===== config.mk =====
export PLATFORM = sky130hd
export DESIGN_NAME = uart_tx_rr_arbiter
export DESIGN_NICKNAME = d
export VERILOG_FILES = /design/src/rtl/uart_tx_rr_arbiter.sv
export SDC_FILE = /design/constraint.sdc
export NUM_CORES = 1
export LEC_CHECK = 0
export BUFFER_PORTS_ARGS = -buffer_cell sky130_fd_sc_hd__clkbuf_2
export CORE_ASPECT_RATIO = 0.9
export CORE_MARGIN = 2
export CORE_UTILIZATION = 42
export CTS_BUF_LIST = sky130_fd_sc_hd__clkbuf_2 sky130_fd_sc_hd__clkbuf_4 sky130_fd_sc_hd__clkbuf_8
export DETAILED_ROUTE_END_ITERATION = 7
export GPL_ROUTABILITY_DRIVEN = 0
export PLACE_DENSITY = 0.72
export SYNTH_ARGS = -nofsm -noshare
export SYNTH_HDL_FRONTEND = slang
export SYNTH_SLANG_ARGS = --single-unit

===== constraint.sdc =====
create_clock -name clk -period 1.85 [get_ports clk]
set_input_delay 0.4625 -clock clk [delete_from_list [all_inputs] [get_ports clk]]
set_output_delay 0.4625 -clock clk [all_outputs]
set_load 0.02 [all_outputs]

===== src/rtl/uart_tx_rr_arbiter.sv =====
// Round-robin arbiter that shares one single-byte UART transmitter among NUM_REQ requesters.
// Latches the winner's byte, strobes tx_en, waits for tx_done (with optional watchdog) and acks.
module uart_tx_rr_arbiter #(
  parameter int NUM_REQ     = 4,
  parameter int TX_EN_HOLD  = 4,
  parameter int TIMEOUT_CYC = 0
) (
  input  logic                       clk,
  input  logic                       rst_n,
  input  logic [NUM_REQ-1:0]         req,
  input  logic [NUM_REQ*8-1:0]       req_data,
  output logic [NUM_REQ-1:0]         ack,
  output logic                       err,
  output logic                       busy,
  output logic [$clog2(NUM_REQ)-1:0] grant_id,
  output logic                       tx_en,
  output logic [7:0]                 tx_data,
  input  logic                       tx_done
);

  localparam int ID_W   = $clog2(NUM_REQ);
  localparam int HOLD_W = $clog2(TX_EN_HOLD);

  localparam logic [ID_W-1:0]    LAST_ID   = ID_W'(NUM_REQ - 1);
  localparam logic [HOLD_W-1:0]  HOLD_LAST = HOLD_W'(TX_EN_HOLD - 1);
  localparam logic [31:0]        WAIT_LAST = 32'(TIMEOUT_CYC - 1);
  localparam logic [NUM_REQ-1:0] ONE_HOT0  = NUM_REQ'(1);

  typedef enum logic [1:0] {IDLE, START, WAIT, ACK} state_t;

  state_t            state;
  logic [ID_W-1:0]   last_grant;
  logic [ID_W-1:0]   winner;
  logic [HOLD_W-1:0] hold_cnt;
  logic [31:0]       wait_cnt;

  // Round-robin search: walk offsets from farthest to nearest so the nearest
  // requester above last_grant is the one left in winner.
  always_comb begin
    int idx;
    // NOTE: every variable written here gets a default first, otherwise an
    // incomplete assignment path infers a latch.
    winner = last_grant;
    idx    = 0;
    for (int off = NUM_REQ; off >= 1; off--) begin
      idx = (int'(last_grant) + off) % NUM_REQ;
      if (req[idx[ID_W-1:0]]) winner = idx[ID_W-1:0];
    end
  end

  // NOTE: sequential state uses non-blocking assignments only, so every
  // register samples the pre-edge values regardless of statement order.
  always_ff @(posedge clk or negedge rst_n) begin
    if (!rst_n) begin
      state      <= IDLE;
      last_grant <= LAST_ID;
      grant_id   <= '0;
      tx_data    <= 8'h00;
      tx_en      <= 1'b0;
      busy       <= 1'b0;
      ack        <= '0;
      err        <= 1'b0;
      hold_cnt   <= '0;
      wait_cnt   <= '0;
    end else begin
      case (state)
        IDLE: begin
          if (|req) begin
            tx_data    <= req_data[{winner, 3'b000} +: 8];
            grant_id   <= winner;
            last_grant <= winner;
            hold_cnt   <= '0;
            tx_en      <= 1'b1;
            busy       <= 1'b1;
            state      <= START;
          end
        end
        START: begin
          if (hold_cnt == HOLD_LAST) begin
            tx_en    <= 1'b0;
            wait_cnt <= '0;
            state    <= WAIT;
          end else begin
            hold_cnt <= hold_cnt + 1'b1;
          end
        end
        WAIT: begin
          if (wait_cnt != '1) wait_cnt <= wait_cnt + 32'd1;
          // A real completion wins over a watchdog expiry in the same cycle.
          if (tx_done) begin
            ack   <= ONE_HOT0 << grant_id;
            state <= ACK;
          end else if (TIMEOUT_CYC != 0 && wait_cnt == WAIT_LAST) begin
            ack   <= ONE_HOT0 << grant_id;
            err   <= 1'b1;
            state <= ACK;
          end
        end
        ACK: begin
          ack   <= '0;
          err   <= 1'b0;
          busy  <= 1'b0;
          state <= IDLE;
        end
        default: state <= IDLE;
      endcase
    end
  end

endmodule


==> results of run 1 <==
==> routing by layer <==
metal | GRT usage, % | vias to the layer above | wire [um]
met4 | 6.03 | 0 | 21
li1 | - | 611 | -
met1 | 21.3 | 594 | 1380
met5 | 0 | - | 0
met2 | 32.7 | 24 | 1590
met3 | 2.20 | 2 | 111
==> logic make-up (layout without fill, tap and decap cells) <==
logic type	after synthesis	in the layout	share of synthesized area [%]
AO/OA/AOI/OAI	45	45	23.8
adder cells (fa/ha/maj)	5	5	4.80
buffers and inverters	13	77	5.96
flip-flops	22	22	42.5
multiplexers	18	18	13.8
other	1	1	0.288
AND/OR/NAND/NOR	26	26	8.84
==> cells in the final DEF (no fill, tap or decap), types with 2 or more instances in the layout <==
master	n
a21oi_1	6
a22oi_1	3
a31oi_1	10
buf_4	9
clkbuf_2	54
clkbuf_4	3
dfrtp_1	20
dfstp_2	2
ha_1	5
inv_1	7
mux2i_1	16
nand2_1	11
nor2_1	7
nor3_1	2
o21ai_0	9
o21bai_1	2
o2bb2ai_1	7
==> final timing paths <==
| kind | from | to | depth (start not counted) |
|---|---|---|---|
| worst max-delay path | last_grant[1]$_DFFE_PN1P_ | tx_data[0]$_DFFE_PN0P_ | 7 |
| worst min-delay path | rst_n | hold_cnt[0]$_DFFE_PN0P_ | 1 |
| worst max register to register | last_grant[1]$_DFFE_PN1P_ | tx_data[0]$_DFFE_PN0P_ | 7 |
| worst min register to register | hold_cnt[0]$_DFFE_PN0P_ | hold_cnt[0]$_DFFE_PN0P_ | 1 |
| max in group asynchronous | rst_n | last_grant[0]$_DFFE_PN1P_ | 1 |
| min in group clk | req_data[14] | tx_data[6]$_DFFE_PN0P_ | 3 |
==> layout make-up <==
| type | instances | area share (%) |
|---|---|---|
| multi-input cells | 95 | 39.5 |
| inverters | 7 | 1.50 |
| well taps | 42 | 2.99 |
| repair buffers | 66 | 22.4 |
| clock buffers | 4 | 2.07 |
| flip-flops and latches | 22 | 31.5 |
==> timing repair <==
action | CTS | global route
endpoints found under the setup margin | 0 | 8
resized for setup | 0 | 6
hold endpoints to repair | 0 | 0
buffers inserted | 0 | 8
==> worst reg2reg max path: cells and delay by family, from the launching register on <==
kind / cells / cell delay (ns)
flops: 1 / 0.58
compound gates: 3 / 0.50
buf+inv: 2 / 0.33
mux: 2 / 0.29
==> per-stage QoR <==
stage	setup TNS (ns)	cells	hold WS [ns]	utilization (%)	worst slack (ns)
3_3_place_gp	0	224	0.473	54.0	0.131
5_1_grt	-0.592	236	0.150	58.6	-0.0976
2_1_floorplan	0	130	0.167	-	0.160
4_1_cts	0	228	0.130	55.2	0.0208
3_5_place_dp	0	224	0.479	54.0	0.0293
6_report	0	236	0.118	58.6	0.00971
==> flip-flops by register name, indices dropped and copies added (netlist names) <==
| name | count |
|---|---|
| ack | 4 |
| busy | 1 |
| grant_id | 2 |
| hold_cnt | 2 |
| last_grant | 2 |
| state | 2 |
| tx_data | 8 |
| tx_en | 1 |
==> power by group through the flow <==
stage / logic (mW) / registers (mW) / clock network [mW]
final: 1.79 / 0.913 / 0.260
after global routing: 1.98 / 0.946 / 0.289
after CTS: 1.59 / 0.919 / 0.273
after detailed placement: 1.58 / 0.932 / 0
after global placement: 1.52 / 0.914 / 0
after floorplan: 0.985 / 1.09 / 0
==> reports/qor.txt, run 1 <==
Yosys warns -> 0
Leak -> 0.878 nW
Int Pwr -> 1.67 mW
Most used cell, CP -> mux2i_1
Power per cell area -> 1690 mW/mm^2
EDFF count, synth -> 0
Global route overflow -> 0
DP Area -> 0.00162 mm^2
Initial antenna violation count -> 0
NetSw -> 1.29 mW
Comb pwr share -> 60.5%
Synthesized instance count -> 130
Outcome -> complete, no violations
Overall power -> 2.97 mW
Post-synth top area share -> 38.4%
Crit path max-delay cell type -> dfstp_2
Yosys reg bits -> 22
DR pass1 iterations -> 4
Crit-path max cell delay -> 0.58 ns
CTS buffer count -> 3
Crit path buffers/inverters -> 2
Top_reg_cell synth -> dfrtp_1
Most frequent cell after synthesis -> dfrtp_1
Die X -> 62.7 um
Flop pwr share -> 30.8%
Iteration-0 DRC Markers -> 54
Fillers -> 276
Clk Latency, worst-skew pair -> 0.30 ns
Die area -> 0.00356 mm^2
Hold buffers post-CTS -> 0
GRT Util Overall -> 17.7%
Req. time, crit path -> 2.03 ns
RSZ-0062 raised after global routing -> yes
Fin crit share -> 99.5%
Syn-to-layout area delta -> 34.9%
Ports -> 56
Starting Density -> 43.5%
Final ANT Viol Nets -> 0
CTS Buffer Depth -> 2
Net Sw Frac -> 43.6%
Number of nets in the layout -> 239
Headroom to the max-slew limit -> 63.3%
# DRC -> 0
Critical path endpoint category -> flop
Final Hold Viols -> 0
FF/Latch Area -> 553 um^2
Core ar. -> 0.00300 mm^2
Clock root cell -> clkbuf_4
Register area share after synthesis -> 42.5%
Post-Syn Nets -> 174
CP Launch Type -> flop
Synth top area cells -> dfrtp_1, mux2i_1, o2bb2ai_1, a31oi_1, ha_1
Critical path type -> reg2reg
Clock Skew -> 0.0107 ns
Row count -> 19
Yosys top cell by area -> dfrtp_1
DR vias/cell -> 5.22
I/O Buffers -> 54
Asr flop ratio synth -> 100%
Crit-path cells -> mux2i_1 > a221oi_2 > clkbuf_16 > buf_6 > mux2i_1 > o2bb2ai_1 > a31oi_1
Vias -> 1231
# setup viols final -> 0
CTS tree -> yes
Cell variety after synth -> 33
CP delay by family, top -> flip-flops
Die Ht -> 56.8 um
Multi-input logic area -> 694 um^2
CTS H-tree lvls -> 1
Reg2Reg Setup Slack -> 0.01 ns
Largest net degree at the start of global routing -> 26
Max-slew violations -> 0
Synth Cell Area -> 0.00130 mm^2
Worst endpoint data arrival time -> 2.02 ns
Max Cap Viol -> 0
Worst-path clk slew -> 0.12 ns
Layout cells sized above 1 -> 39.2%
First-pass GRT wire length -> 5.07 mm
Detailed placement HPWL -> 2.28 mm
CTS Sinks -> 22
Diodes inserted -> 0
Design area -> 0.00176 mm^2
F_max -> 543 MHz
Final min period -> 1.84 ns
Clk pwr share -> 8.8%
Vias in the first global route -> 1177
Critical path peak fanout -> 8
Worst Tran Pin Value -> 0.551 ns
Total wire length after detailed routing -> 3.10 mm
Worst Hold Class -> in2async
Mapped Avg Cell Area -> 10.0 um^2
Top cells by count, synth -> dfrtp_1, mux2i_1, nand2_1
WL/cell -> 13.1 um
Max VDD drop -> 0.000715 V
Power figures use the tool's default switching activity.
==> run 2, diff against run 1 <==
--- a/config.mk
+++ b/config.mk
@@ -13,6 +13,7 @@
 export DETAILED_ROUTE_END_ITERATION = 7
 export GPL_ROUTABILITY_DRIVEN = 0
 export PLACE_DENSITY = 0.72
+export SETUP_SLACK_MARGIN = 0.1
 export SYNTH_ARGS = -nofsm -noshare
 export SYNTH_HDL_FRONTEND = slang
 export SYNTH_SLANG_ARGS = --single-unit
==> run 2 against run 1 <==
The run now ends with setup timing left. Hold slack worse by 0.0023 ns. Clock skew fell by 0.0023 ns. Critical path depth unchanged. Count of clock-buffer cells in the layout unchanged. Wire length rose by 0.39%. Final cell count shrank 0.42%. Sequential share of layout area increased by 0.23 points. Register-to-register slack worse by 0.02 ns. Die area unchanged. Largest power group unchanged.
==> reports/qor.txt, run 2 (synthesized netlist as in run 1, its figures left out) <==
Critical path type -> reg2reg
Clk Latency, worst-skew pair -> 0.30 ns (about the same)
Worst-path clk slew -> 0.13 ns (about the same)
Die Ht -> 56.8 um (unchanged)
Worst Tran Pin Value -> 0.548 ns (-0.00312 ns)
Final ANT Viol Nets -> 0 (unchanged)
Reg2Reg Setup Slack -> -0.01 ns (-0.02 ns)
Comb pwr share -> 60.3% (-0.2 points)
Vias -> 1206 (-2.0%)
DR pass1 iterations -> 4 (unchanged)
Headroom to the max-slew limit -> 63.5% (+0.21 points)
DP Area -> 0.00162 mm^2 (unchanged)
Iteration-0 DRC Markers -> 35 (-35%)
Clk pwr share -> 8.9% (about the same)
Int Pwr -> 1.66 mW (-0.73%)
Syn-to-layout area delta -> 33.9%
DR vias/cell -> 5.13 (-1.6%)
Layout cells sized above 1 -> 39.4% (+0.20 points)
Critical path peak fanout -> 8 (unchanged)
Setup slack after layout -> -0.0101 ns (-0.0198 ns)
# DRC -> 0 (unchanged)
Hold buffers post-CTS -> 0 (unchanged)
# setup viols final -> 1 (+1)
Commonest non-fill, non-tap cell in the layout -> clkbuf_2
RSZ-0062 raised after global routing -> yes
CTS H-tree lvls -> 1 (unchanged)
Vias in the first global route -> 1179 (+0.17%)
Critical path endpoint category -> flop
Final min period -> 1.86 ns (+0.0198 ns)
Fin crit share -> 101% (+1.1 points)
Reg2Reg Depth -> 7 (unchanged)
WL/cell -> 13.2 um (+0.81%)
First-pass GRT wire length -> 5.19 mm (+2.3%)
Diodes inserted -> 0 (unchanged)
Met2 WL post-DR -> 1.62 mm (+2.0%)
Die X -> 62.7 um (unchanged)
Die area -> 0.00356 mm^2 (unchanged)
Initial antenna violation count -> 0 (unchanged)
Failing checks -> setup timing
Row count -> 19 (unchanged)
Number of nets in the layout -> 238 (-0.42%)
Core ar. -> 0.00300 mm^2 (unchanged)
Worst Hold Class -> in2async
Power per cell area -> 1690 mW/mm^2 (+0.16%)
CTS tree -> yes
Req. time, crit path -> 2.03 ns (about the same)
CTS Buffer Depth -> 2 (unchanged)
Clock root cell -> clkbuf_4
F_max -> 538 MHz (-1.1%)
Clock Skew -> 0.00849 ns (-0.00226 ns)
Leak -> 0.869 nW (-0.97%)
CTS buffer count -> 3 (unchanged)
Max Used Layer -> met4
Setup TNS -> -0.0101 ns (-0.0101 ns)
Largest net degree at the start of global routing -> 26 (unchanged)
Fillers -> 280 (+1.4%)
Max Cap Viol -> 0 (unchanged)
Design area -> 0.00174 mm^2 (-0.71%)
Total wire length after detailed routing -> 3.11 mm (+0.39%)
Flop pwr share -> 30.8% (about the same)
Final Hold Viols -> 0 (unchanged)
Global route overflow -> 0 (unchanged)
I/O Buffers -> 54 (unchanged)
NetSw -> 1.29 mW (-0.33%)
Ports -> 56 (unchanged)
M1 wire length -> 1.38 mm (+0.44%)
Reg with most FFs -> tx_data
Worst endpoint data arrival time -> 2.04 ns (+0.02 ns)
Most frequent cells in the layout -> clkbuf_2, dfrtp_1, mux2i_1, nand2_1, a31oi_1
Outcome -> finished, violations left
Net Sw Frac -> 43.7% (+0.097 points)
Starting Density -> 43.5% (unchanged)
CTS Sinks -> 22 (unchanged)
GRT Util Overall -> 18.2% (+0.48 points)
Final hold slack -> 0.115 ns (-0.00233 ns)
Regs by FF count -> tx_data: 8 flops, ack: 4 flops
CP Launch Type -> flop
WL met3 -> 86 um (-23%)
Max VDD drop -> 0.000683 V (-4.5%)
Max reg flops -> 8 (unchanged)
Detailed placement HPWL -> 2.28 mm (unchanged)
Max-slew violations -> 0 (unchanged)
==> run 2: cell types whose count changed in the layout (fill, tap and decap cells not counted) <==
cell,delta
mux2i_4,-1
o2bb2ai_2,-1
o2bb2ai_1,+1
buf_4,-1
mux2i_1,-1
nor2_2,+1
buf_8,+1
mux2i_2,+2
nor2_1,-1
buf_6,-1
==> run 2: per-layer routing <==
metal  GRT usage [%]  vias up
met3            2.20        2
met1            22.6      578
met2            32.9       17
met5               0        -
li1                -      609
met4            6.03        0
==> run 2: critical path: stages (launching register included) <==
cell	delay, ns
dfstp_2	0.59
mux2i_1	0.10
a221oi_2	0.35
buf_4	0.19
buf_8	0.13
mux2i_1	0.20
o2bb2ai_1	0.13
a31oi_1	0.05
==> run 2: final timing paths <==
path / startpoint / endpoint
setup / recovery: last_grant[0]$_DFFE_PN1P_ / tx_data[3]$_DFFE_PN0P_
setup reg to reg: last_grant[0]$_DFFE_PN1P_ / tx_data[3]$_DFFE_PN0P_
max in group asynchronous: rst_n / last_grant[0]$_DFFE_PN1P_
hold / removal: rst_n / hold_cnt[0]$_DFFE_PN0P_
min in group clk: req_data[14] / tx_data[6]$_DFFE_PN0P_
hold reg to reg: hold_cnt[0]$_DFFE_PN0P_ / hold_cnt[0]$_DFFE_PN0P_
==> run 2: final cells by class <==
cell class | instances | area [um^2] | share of cell area [%]
inverter | 7 | 26.3 | 1.51
sequential | 22 | 553 | 31.7
tap | 42 | 52.6 | 3.01
clock buffer | 4 | 36.3 | 2.08
timing repair buffer | 65 | 390 | 22.4
multi-input combinational | 95 | 686 | 39.3
==> run 2: what timing repair did <==
| action | 4_1_cts | 5_1_grt |
|---|---|---|
| buffers inserted | 2 | 4 |
| resized for setup | 0 | 6 |
| setup endpoints to repair | 8 | 9 |
| gates cloned | 0 | 1 |
| pin swaps | 0 | 1 |
| hold endpoints to repair | 0 | 0 |
==> run 2: power groups by stage <==
stage | Sequential (mW) | Combinational, mW | Clock (mW)
2_1_floorplan | 1.09 | 0.985 | 0
3_3_place_gp | 0.914 | 1.52 | 0
3_5_place_dp | 0.932 | 1.58 | 0
4_1_cts | 0.919 | 1.65 | 0.273
5_1_grt | 0.944 | 1.96 | 0.292
6_report | 0.908 | 1.78 | 0.263
==> run 2: through the flow <==
| step | power [mW] | util [%] | setup WS [ns] | std cells |
|---|---|---|---|---|
| floorplan | 2.08 | - | 0.160 | 130 |
| global placement | 2.44 | 54.0 | 0.131 | 224 |
| detailed placement | 2.52 | 54.0 | 0.0293 | 224 |
| CTS | 2.84 | 56.1 | 0.0319 | 230 |
| global route | 3.20 | 58.2 | -0.0934 | 235 |
| finish | 2.95 | 58.2 | -0.0101 | 235 |
